--- config.mk ---
export PLATFORM = sky130hd
export DESIGN_NAME = ps2_tx
export DESIGN_NICKNAME = d
export VERILOG_FILES = /design/src/rtl/ps2_pkg.sv /design/src/rtl/ps2_sync_edge.sv /design/src/rtl/ps2_tx.sv
export SDC_FILE = /design/constraint.sdc
export NUM_CORES = 1
export LEC_CHECK = 0
export ABC_AREA = 1
export BUFFER_PORTS_ARGS = -buffer_cell sky130_fd_sc_hd__buf_4
export CAP_MARGIN = 15
export CORE_UTILIZATION = 30
export DETAILED_ROUTE_END_ITERATION = 10
export PLACE_DENSITY = 0.54
export SLEW_MARGIN = 20
export SYNTH_ARGS = -nofsm -noshare
export SYNTH_HDL_FRONTEND = slang
export SYNTH_SLANG_ARGS = --single-unit
--- constraint.sdc ---
create_clock -name clk -period 1.5 [get_ports clk]
set_clock_uncertainty 0.1 [all_clocks]
set_input_delay 0.15 -clock clk [delete_from_list [all_inputs] [get_ports clk]]
set_output_delay 0.15 -clock clk [all_outputs]
set_load 0.02 [all_outputs]
--- src/rtl/ps2_pkg.sv ---
// Shared types and constants for the PS/2 host transmitter and its neighbours.
package ps2_pkg;

  typedef enum logic [2:0] {
    IDLE,
    INHIBIT,
    REQ,
    DATA,
    ACK,
    WAIT_IDLE
  } ps2_state_e;

  localparam int DATA_BITS   = 8;
  localparam int FRAME_FALLS = 11;
  localparam int SHIFT_BITS  = DATA_BITS + 1;

  localparam logic [11:0] PS2TX_DATA = 12'h902;
  localparam logic [11:0] PS2TX_STAT = 12'h903;

  // Data bits LSB first followed by odd parity, ready to shift out of bit 0.
  function automatic logic [SHIFT_BITS-1:0] tx_frame(input logic [DATA_BITS-1:0] data);
    return {~^data, data};
  endfunction

endpackage

--- src/rtl/ps2_sync_edge.sv ---
// Two-stage synchronizer for the PS/2 clock and data pads plus a clock falling-edge detector.
module ps2_sync_edge (
  input  logic clk,
  input  logic rst_n,
  input  logic ps2c_in,
  input  logic ps2d_in,
  output logic c_sync,
  output logic d_sync,
  output logic fall
);

  logic [1:0] c_meta_q, c_meta_d;
  logic [1:0] d_meta_q, d_meta_d;
  logic       c_prev_q, c_prev_d;

  always_comb begin
    c_meta_d = {c_meta_q[0], ps2c_in};
    d_meta_d = {d_meta_q[0], ps2d_in};
    c_prev_d = c_meta_q[1];
  end

  // Reset to the idle bus level so no spurious edge is seen on release.
  always_ff @(posedge clk) begin
    if (!rst_n) begin
      c_meta_q <= 2'b11;
      d_meta_q <= 2'b11;
      c_prev_q <= 1'b1;
    end else begin
      c_meta_q <= c_meta_d;
      d_meta_q <= d_meta_d;
      c_prev_q <= c_prev_d;
    end
  end

  assign c_sync = c_meta_q[1];
  assign d_sync = d_meta_q[1];
  assign fall   = c_prev_q & ~c_meta_q[1];

endmodule

--- src/rtl/ps2_tx.sv ---
// PS/2 host-to-device command transmitter: inhibit, request-to-send, bit shifting and ACK check.
module ps2_tx
  import ps2_pkg::*;
#(
  parameter int INHIBIT_CYCLES = 5000,
  parameter int TIMEOUT_CYCLES = 100000
) (
  input  logic                 clk,
  input  logic                 rst_n,
  input  logic                 wr,
  input  logic [DATA_BITS-1:0] din,
  input  logic                 ps2c_in,
  input  logic                 ps2d_in,
  output logic                 ps2c_oe,
  output logic                 ps2d_oe,
  output logic                 busy,
  output logic                 done,
  output logic                 err,
  output logic                 rx_inhibit
);

  localparam int INH_W = (INHIBIT_CYCLES > 1) ? $clog2(INHIBIT_CYCLES) : 1;
  localparam int WD_W  = (TIMEOUT_CYCLES > 1) ? $clog2(TIMEOUT_CYCLES) : 1;
  localparam logic [INH_W-1:0] INH_LOAD    = INH_W'(INHIBIT_CYCLES - 1);
  localparam logic [WD_W-1:0]  WD_LOAD     = WD_W'(TIMEOUT_CYCLES - 1);
  localparam logic [3:0]       RELEASE_CNT = 4'(FRAME_FALLS - 2);

  logic c_sync, d_sync, fall;

  ps2_sync_edge u_sync (
    .clk     (clk),
    .rst_n   (rst_n),
    .ps2c_in (ps2c_in),
    .ps2d_in (ps2d_in),
    .c_sync  (c_sync),
    .d_sync  (d_sync),
    .fall    (fall)
  );

  ps2_state_e           state_q, state_d;
  logic [SHIFT_BITS-1:0] shift_q, shift_d;
  logic [3:0]           bit_cnt_q, bit_cnt_d;
  logic [INH_W-1:0]     inh_cnt_q, inh_cnt_d;
  logic [WD_W-1:0]      wdog_q, wdog_d;
  logic                 nack_q, nack_d;
  logic                 ps2c_oe_q, ps2c_oe_d;
  logic                 ps2d_oe_q, ps2d_oe_d;
  logic                 done_q, done_d;
  logic                 err_q, err_d;
  logic                 expired;

  assign expired = !fall && (wdog_q == '0);

  always_comb begin
    state_d   = state_q;
    shift_d   = shift_q;
    bit_cnt_d = bit_cnt_q;
    inh_cnt_d = inh_cnt_q;
    wdog_d    = wdog_q;
    nack_d    = nack_q;
    ps2c_oe_d = ps2c_oe_q;
    ps2d_oe_d = ps2d_oe_q;
    done_d    = 1'b0;
    err_d     = 1'b0;

    // Watchdog runs whenever the device is expected to be clocking.
    if (state_q == DATA || state_q == ACK || state_q == WAIT_IDLE) begin
      if (fall)
        wdog_d = WD_LOAD;
      else if (wdog_q != '0)
        wdog_d = wdog_q - 1'b1;
    end

    case (state_q)
      IDLE: begin
        ps2c_oe_d = 1'b0;
        ps2d_oe_d = 1'b0;
        if (wr) begin
          shift_d   = tx_frame(din);
          inh_cnt_d = INH_LOAD;
          bit_cnt_d = '0;
          nack_d    = 1'b0;
          ps2c_oe_d = 1'b1;
          state_d   = INHIBIT;
        end
      end
      INHIBIT: begin
        if (inh_cnt_q == '0) begin
          ps2c_oe_d = 1'b0;
          ps2d_oe_d = 1'b1;
          wdog_d    = WD_LOAD;
          state_d   = REQ;
        end else begin
          inh_cnt_d = inh_cnt_q - 1'b1;
        end
      end
      REQ: begin
        bit_cnt_d = '0;
        wdog_d    = WD_LOAD;
        state_d   = DATA;
      end
      DATA: begin
        if (fall) begin
          if (bit_cnt_q == RELEASE_CNT) begin
            ps2d_oe_d = 1'b0;
            state_d   = ACK;
          end else begin
            ps2d_oe_d = ~shift_q[0];
            shift_d   = shift_q >> 1;
            bit_cnt_d = bit_cnt_q + 1'b1;
          end
        end else if (expired) begin
          ps2c_oe_d = 1'b0;
          ps2d_oe_d = 1'b0;
          done_d    = 1'b1;
          err_d     = 1'b1;
          state_d   = IDLE;
        end
      end
      ACK: begin
        if (fall) begin
          nack_d  = d_sync;
          state_d = WAIT_IDLE;
        end else if (expired) begin
          ps2c_oe_d = 1'b0;
          ps2d_oe_d = 1'b0;
          done_d    = 1'b1;
          err_d     = 1'b1;
          state_d   = IDLE;
        end
      end
      WAIT_IDLE: begin
        if (c_sync && d_sync) begin
          done_d  = 1'b1;
          err_d   = nack_q;
          state_d = IDLE;
        end else if (expired) begin
          ps2c_oe_d = 1'b0;
          ps2d_oe_d = 1'b0;
          done_d    = 1'b1;
          err_d     = 1'b1;
          state_d   = IDLE;
        end
      end
      default: begin
        ps2c_oe_d = 1'b0;
        ps2d_oe_d = 1'b0;
        state_d   = IDLE;
      end
    endcase
  end

  always_ff @(posedge clk) begin
    if (!rst_n) begin
      state_q   <= IDLE;
      shift_q   <= '0;
      bit_cnt_q <= '0;
      inh_cnt_q <= '0;
      wdog_q    <= '0;
      nack_q    <= 1'b0;
      ps2c_oe_q <= 1'b0;
      ps2d_oe_q <= 1'b0;
      done_q    <= 1'b0;
      err_q     <= 1'b0;
    end else begin
      state_q   <= state_d;
      shift_q   <= shift_d;
      bit_cnt_q <= bit_cnt_d;
      inh_cnt_q <= inh_cnt_d;
      wdog_q    <= wdog_d;
      nack_q    <= nack_d;
      ps2c_oe_q <= ps2c_oe_d;
      ps2d_oe_q <= ps2d_oe_d;
      done_q    <= done_d;
      err_q     <= err_d;
    end
  end

  assign ps2c_oe    = ps2c_oe_q;
  assign ps2d_oe    = ps2d_oe_q;
  assign busy       = (state_q != IDLE);
  assign rx_inhibit = busy;
  assign done       = done_q;
  assign err        = err_q;

endmodule
[After elaboration in Yosys (flattened, before gate mapping)]
Cells that the tools add are included.
Word-level totals
  ROM bits: 0
  output and inout port bits: 6
  bits of input ports: 13
  memory bits (writable): 0
  memories: 0
  word-level logic and storage cells: 105
  flip-flop bits (word level): 56
  bits in latches: 0
Cells by class
  reduce and logical (&&, ||, !) cells: 23
  eq/ne operators: 16
  order comparisons: 0
  shift operators: 0
  $add $sub $neg: 3
  mux-type cells: 46
  bitwise gates (word level): 4
  multipliers: 0
  divide/modulo/power cells: 0
Operators by type and width (number)
  $mux W17: 4
  $pmux W17 S2: 1
  $mux W9: 3
  $mux W13: 2
  $pmux W13 S2: 1
  $mux W3: 7
  $ne A2 B2 Y1 const B: 9
  $pmux W3 S6: 1
  $pmux W9 S2: 1
  $logic_not A17 Y1: 1
  $mux W1: 17
  $reduce_bool A17 Y1: 1
  $sub A17 B1 Y17 const B: 1
  $reduce_and A4 Y1: 4
  $logic_not A13 Y1: 1
  $sub A13 B1 Y13 const B: 1
  $mux W4: 3
  $pmux W4 S3: 1
  $pmux W1 S5: 2
  $reduce_and A3 Y1: 3
  $reduce_xnor A8 Y1: 1
  $eq A3 B2 Y1 const B: 2
  $eq A3 B3 Y1 const B: 2
  $pmux W1 S2: 3
  13 further kinds: 20

[Logic depth before layout (Yosys ltp)]
  depth in word-level cells: 7
  mapped depth: 14

[By module]
From an unflattened synthesis, not the netlist that was laid out.
Unflattened totals
  cells, all modules: 433
  area total of the unflattened synthesis: 2960.3 um^2
By module, submodules not included
  ps2_tx: area an instance 2815.2 um^2, instances 1, cells each 416, seq. area each 1021.0 um^2
  ps2_sync_edge: area an instance 145.1 um^2, instances 1, cells each 17, seq. area each 100.1 um^2

[Worst setup path after synthesis]
OpenSTA, ideal clock, no wires.
  path type: flip-flop to flip-flop
  start: reg inh_cnt_q[0]
  end: reg ps2c_oe_q, in the netlist ps2c_oe
  arrival time: 1379 ps
  library setup time: 132 ps
  data required time: 1268 ps
  path buffers: 0
  cell stages (with the launch flop): 12
  setup slack: -112 ps
  period minus slack after synthesis: 1612 ps
  cells stage by stage: dfxtp_1 > inv_1 > ha_1 > nand2_1 > nor2_1 > nand2_1 > nand2_1 > inv_1 > nor2_2 > o21ai_0 > nand2_1 > a21oi_1
On the way
  cells in the longest elaborated chain, start to end: 3
RTL lines
  start, declared: RTL line ps2_tx.sv:43  | logic [INH_W-1:0] inh_cnt_q, inh_cnt_d;
  start signal, assigned: RTL line ps2_tx.sv:169  | inh_cnt_q <= inh_cnt_d;
  $logic_not A13 Y1: RTL line ps2_tx.sv:88  | if (inh_cnt_q == '0) begin
  $ne A2 B2 Y1 (no line)
  $reduce_and A4 Y1 (no line)
  end signal, assigned: RTL line ps2_tx.sv:172  | ps2c_oe_q <= ps2c_oe_d;
  end, declared: RTL line ps2_tx.sv:46  | logic ps2c_oe_q, ps2c_oe_d;
No other way between the ends.
A chain may end at the register's enable or synchronous reset.

[Worst setup path after layout]
  start: reg wdog_q[0]
  end: reg wdog_q[16]
On the way
  cells in the longest elaborated chain, start to end: 6
  elaborated cells between the ends (all ways): 7
  classes of those cells: add/sub: 1; mux: 5; reduce/logical: 1
RTL lines
  start, declared: RTL line ps2_tx.sv:44  | logic [WD_W-1:0] wdog_q, wdog_d;
  start signal, assigned: RTL line ps2_tx.sv:170  | wdog_q <= wdog_d;
  $sub A17 B1 Y17 / $reduce_bool A17 Y1 (equally long branches): RTL line ps2_tx.sv:71, ps2_tx.sv:70
  $mux W17 (*): RTL line ps2_tx.sv:70  | else if (wdog_q != '0)
  $mux W17 (*): RTL line ps2_tx.sv:68  | if (fall)
  $mux W17 (*): RTL line ps2_tx.sv:67  | if (state_q == DATA || state_q == ACK || state_q == WAIT_IDLE) begin
  $mux W17: RTL line ps2_tx.sv:88
  $pmux W17 S2 (*): RTL line ps2_tx.sv:74  | case (state_q)
Mark *: on every way between the ends. The rest lies on a longest branch, timed or not.

==> flow_metrics.py <==
metrics = {
    "grt": {
        "antenna_found_initial": 0,
        "track_usage_pct": 15.9,
        "grt_pass1_vias": 2969,
        "grt_pass1_wl_um": 13200,
        "overflow": 0,
        "grt_max_degree": 25,
    },
    "worst_setup_path": {
        "path_class": "reg -> reg",
        "cp_max_fo": 3,
        "crit_arrival_ns": 1.80,
        "r2r_start": "wdog_q[0]$_SDFF_PN0_",
        "reg2reg_slack_ns": -0.15,
        "r2r_end": "wdog_q[16]$_SDFF_PN0_",
        "worstSetupStartpointType": "register",
        "worstSetupEndpoint": "wdog_q[16]$_SDFF_PN0_",
        "cp-end-kind": "register",
        "rr_worst_depth": 10,
        "crit_start": "wdog_q[0]$_SDFF_PN0_",
        "cp_data_required_time_ns": 1.65,
    },
    "layout": {
        "fin_area_um2": 4670,
        "layout-drive-gt1-share_pct": 45.4,
        "antenna_cells": 0,
        "final_nets": 577,
        "n_fill_cell": 1008,
        "areaGrowthSynthToFinish_pct": 56.2,
    },
    "job": {
        "maxCapViolCount": 0,
    },
    "floorplan": {
        "dieArea_um2": 10400,
        "boundaryPins": 19,
        "fp.coreArea_um2": 9730,
        "die_h_um": 102,
        "fp.dieW_um": 102,
        "start_util_pct": 30.7,
        "rows": 36,
    },
    "sta": {
        "tightest_slew_ns": 0.300,
        "period_share_pct": 110,
        "hold_viol": 0,
        "fin_worst_hold_slack_ns": 0.0121,
        "max_slew_margin_pct": 80.0,
        "rsz0062_at_grt": "true",
        "timing.final.ws_setup_ns": -0.150,
        "max_freq_mhz": 606,
        "fin_crit_ns": 1.65,
        "setup-violations-final": 49,
        "drv_slew": 0,
    },
    "yosys": {
        "synth_top_area_share_pct": 37.5,
        "synthMuxAreaShare_pct": 0,
        "yosysTopAreaCell": "dfxtp_1",
        "syn-cell-area_um2": 2990,
        "seq_area_frac_synth_pct": 37.5,
        "synth_top_family_by_area": "simple AND/OR/NAND/NOR gates",
        "synth_compound_area_share_pct": 13.6,
        "yosys.area_share.adder_pct": 2.09,
        "ys_ff_latch": 56,
        "postSynthAreaPerCell_um2": 6.88,
        "post-synth-top-count-cell": "nand2_1",
        "ys_warn_count": 0,
        "postSynthCellCount": 435,
        "yosys_most_used_dff": "dfxtp_1",
        "synthSimpleGateAreaFrac_pct": 33.2,
        "async_reset_ff_share_pct": 0,
        "synth_commonest_cells": "nand2_1 (96), nor2_1 (61), dfxtp_1 (56), inv_1 (44), a21oi_1 (29)",
        "synth-edff-count": 0,
        "synthXorXnorAreaFrac_pct": 4.98,
        "synth.net_count": 453,
        "synth.distinct_cells": 37,
        "ys_top_cells_by_area": "dfxtp_1 (37%), nand2_1 (12%), nor2_1 (7.7%)",
    },
    "min_path": {
        "min_path_type": "in -> reg",
    },
    "clock_tree": {
        "clk_latency_ns": 0.31,
        "cts_tree": "done",
        "cts_sinks": 56,
        "numCtsBuffers": 5,
        "clkTransAtPathRegs_ns": 0.11,
        "root_buffer": "clkbuf_8",
        "clockBufferDepth": 2,
        "h-tree-depth": 2,
    },
    "routing": {
        "drt_iter0_markers": 100,
        "vias": 3116,
        "routed_wl_um": 8010,
        "vias_per_cell": 4.50,
        "postRouteAntennaNets": 0,
        "drtPass1Iterations": 4,
        "route.detailed.drc": 0,
        "avgRoutedWirePerCell_um": 11.6,
    },
    "placed_design": {
        "place_congestion": 0.806,
        "numPortBuffers": 18,
        "dp_slack_ns": -0.148,
        "dpl.hpwl_um": 5670,
        "dpl_cell_area_um2": 3920,
    },
    "status": {
        "status": "finished, violations left",
        "failed_checks": "setup timing",
    },
    "pwr": {
        "vdd_drop_max_mv": 0.918,
        "power.leakage_nw": 2.15,
        "pwr_density_cell_nw_per_um2": 2010,
    },
}
-- worst min-delay path by stage --
stage,start,end,cells past startpoint
floorplan,ps2c_in,u_sync.c_meta_q[0]$_SDFF_PN1_,1
global placement,ps2d_in,u_sync.d_meta_q[0]$_SDFF_PN1_,2
detailed placement,ps2c_in,u_sync.c_meta_q[0]$_SDFF_PN1_,2
CTS,din[4],shift_q[4]$_SDFFE_PN0P_,3
global route,din[7],shift_q[7]$_SDFFE_PN0P_,3
finish,din[4],shift_q[4]$_SDFFE_PN0P_,3
-- cell families (layout without fill, tap and decap cells) --
group	after synthesis	in the layout
compound gates	75	75
xor+xnor	17	17
fa+ha+maj	5	5
buf+inv	63	187
flops	56	56
simple gates	219	220
-- worst max-delay path, stage by stage (launching register included) --
cell,delay (ns)
dfxtp_2,0.34
inv_2,0.07
buf_4,0.10
buf_6,0.10
ha_4,0.13
nand2_2,0.05
nor2_2,0.12
nand2_1,0.08
xor2_1,0.15
or2_1,0.21
a21oi_1,0.14
-- cell type report --
cell class | instances | area, µm² | area share [%]
multi-input cells | 317 | 2010 | 43.1
flip-flops and latches | 56 | 1140 | 24.4
repair buffers | 124 | 988 | 21.2
inverters | 55 | 235 | 5.03
well taps | 133 | 166 | 3.56
clock buffers | 7 | 96.3 | 2.06
clock inverters | 1 | 30.0 | 0.643
-- power by group --
| part | internal, W | switching, W | total [W] | leakage [nW] |
|---|---|---|---|---|
| combinational | 0.00289 | 0.00320 | 0.00608 | 1.62 |
| clock | 0.000591 | 0.000514 | 0.00110 | 0.0645 |
| sequential | 0.00189 | 0.000305 | 0.00220 | 0.464 |
| total | 0.00537 | 0.00401 | 0.00939 | 2.15 |
-- repair_timing --
| action | 4_1_cts | 5_1_grt |
|---|---|---|
| gates cloned | 0 | 1 |
| pin swaps | 21 | 37 |
| hold buffers | 2 | 0 |
| gates resized for setup | 64 | 83 |
| buffers inserted | 6 | 14 |
| hold endpoints to repair | 2 | 0 |
| setup endpoints to repair | 40 | 51 |
-- layout by cell type (no fill, tap or decap), drive strengths merged --
cell,netlist,routed
clkinv,1,2
dfxtp,56,56
buf,5,122
nand3,28,28
a211oi,2,2
ha,5,5
xor2,9,9
o31ai,1,1
or2,7,7
o211ai,2,2
xnor2,8,8
a21oi,29,29
nand2,102,103
bufinv,0,1
inv,54,53
and2,1,1
a31oi,9,9
nand4,4,4
nor3,6,6
and3,1,1
dlygate4sd3,0,2
nand3b,1,1
o21ai,30,30
o21a,1,1
o22ai,1,1
nor2,69,69
clkbuf,3,7
-- metrics by stage --
| step | setup TNS (ns) | total power (W) | util [%] | instances |
|---|---|---|---|---|
| final | -3.15 | 0.00939 | 48.0 | 693 |
| after detailed placement | -2.87 | 0.00673 | 40.3 | 662 |
| after floorplan | -0.0828 | 0.00486 | - | 435 |
| after CTS | -1.77 | 0.00850 | 44.0 | 678 |
| after global placement | -2.17 | 0.00669 | 40.3 | 662 |
| after global routing | -8.53 | 0.0101 | 48.0 | 693 |
-- sequential cells by signal, indices dropped and copies added, names as in the netlist --
register / flops
inh_cnt_q: 13
u_sync.d_meta_q: 2
done: 1
u_sync.c_meta_q: 2
ps2c_oe: 1
err: 1
state_q: 3
ps2d_oe: 1
nack_q: 1
u_sync.c_prev_q: 1
shift_q: 9
wdog_q: 17
bit_cnt_q: 4
-- metal layers --
metal	part of all wire [%]	vias to the layer above	GRT usage (%)
li1	-	1644	-
met1	48	1438	20.1
met2	49	30	28.7
met3	2.1	4	2.39
met4	0.64	0	3.30
met5	0	-	0
Note: power is estimated with default switching activity, not from simulation.
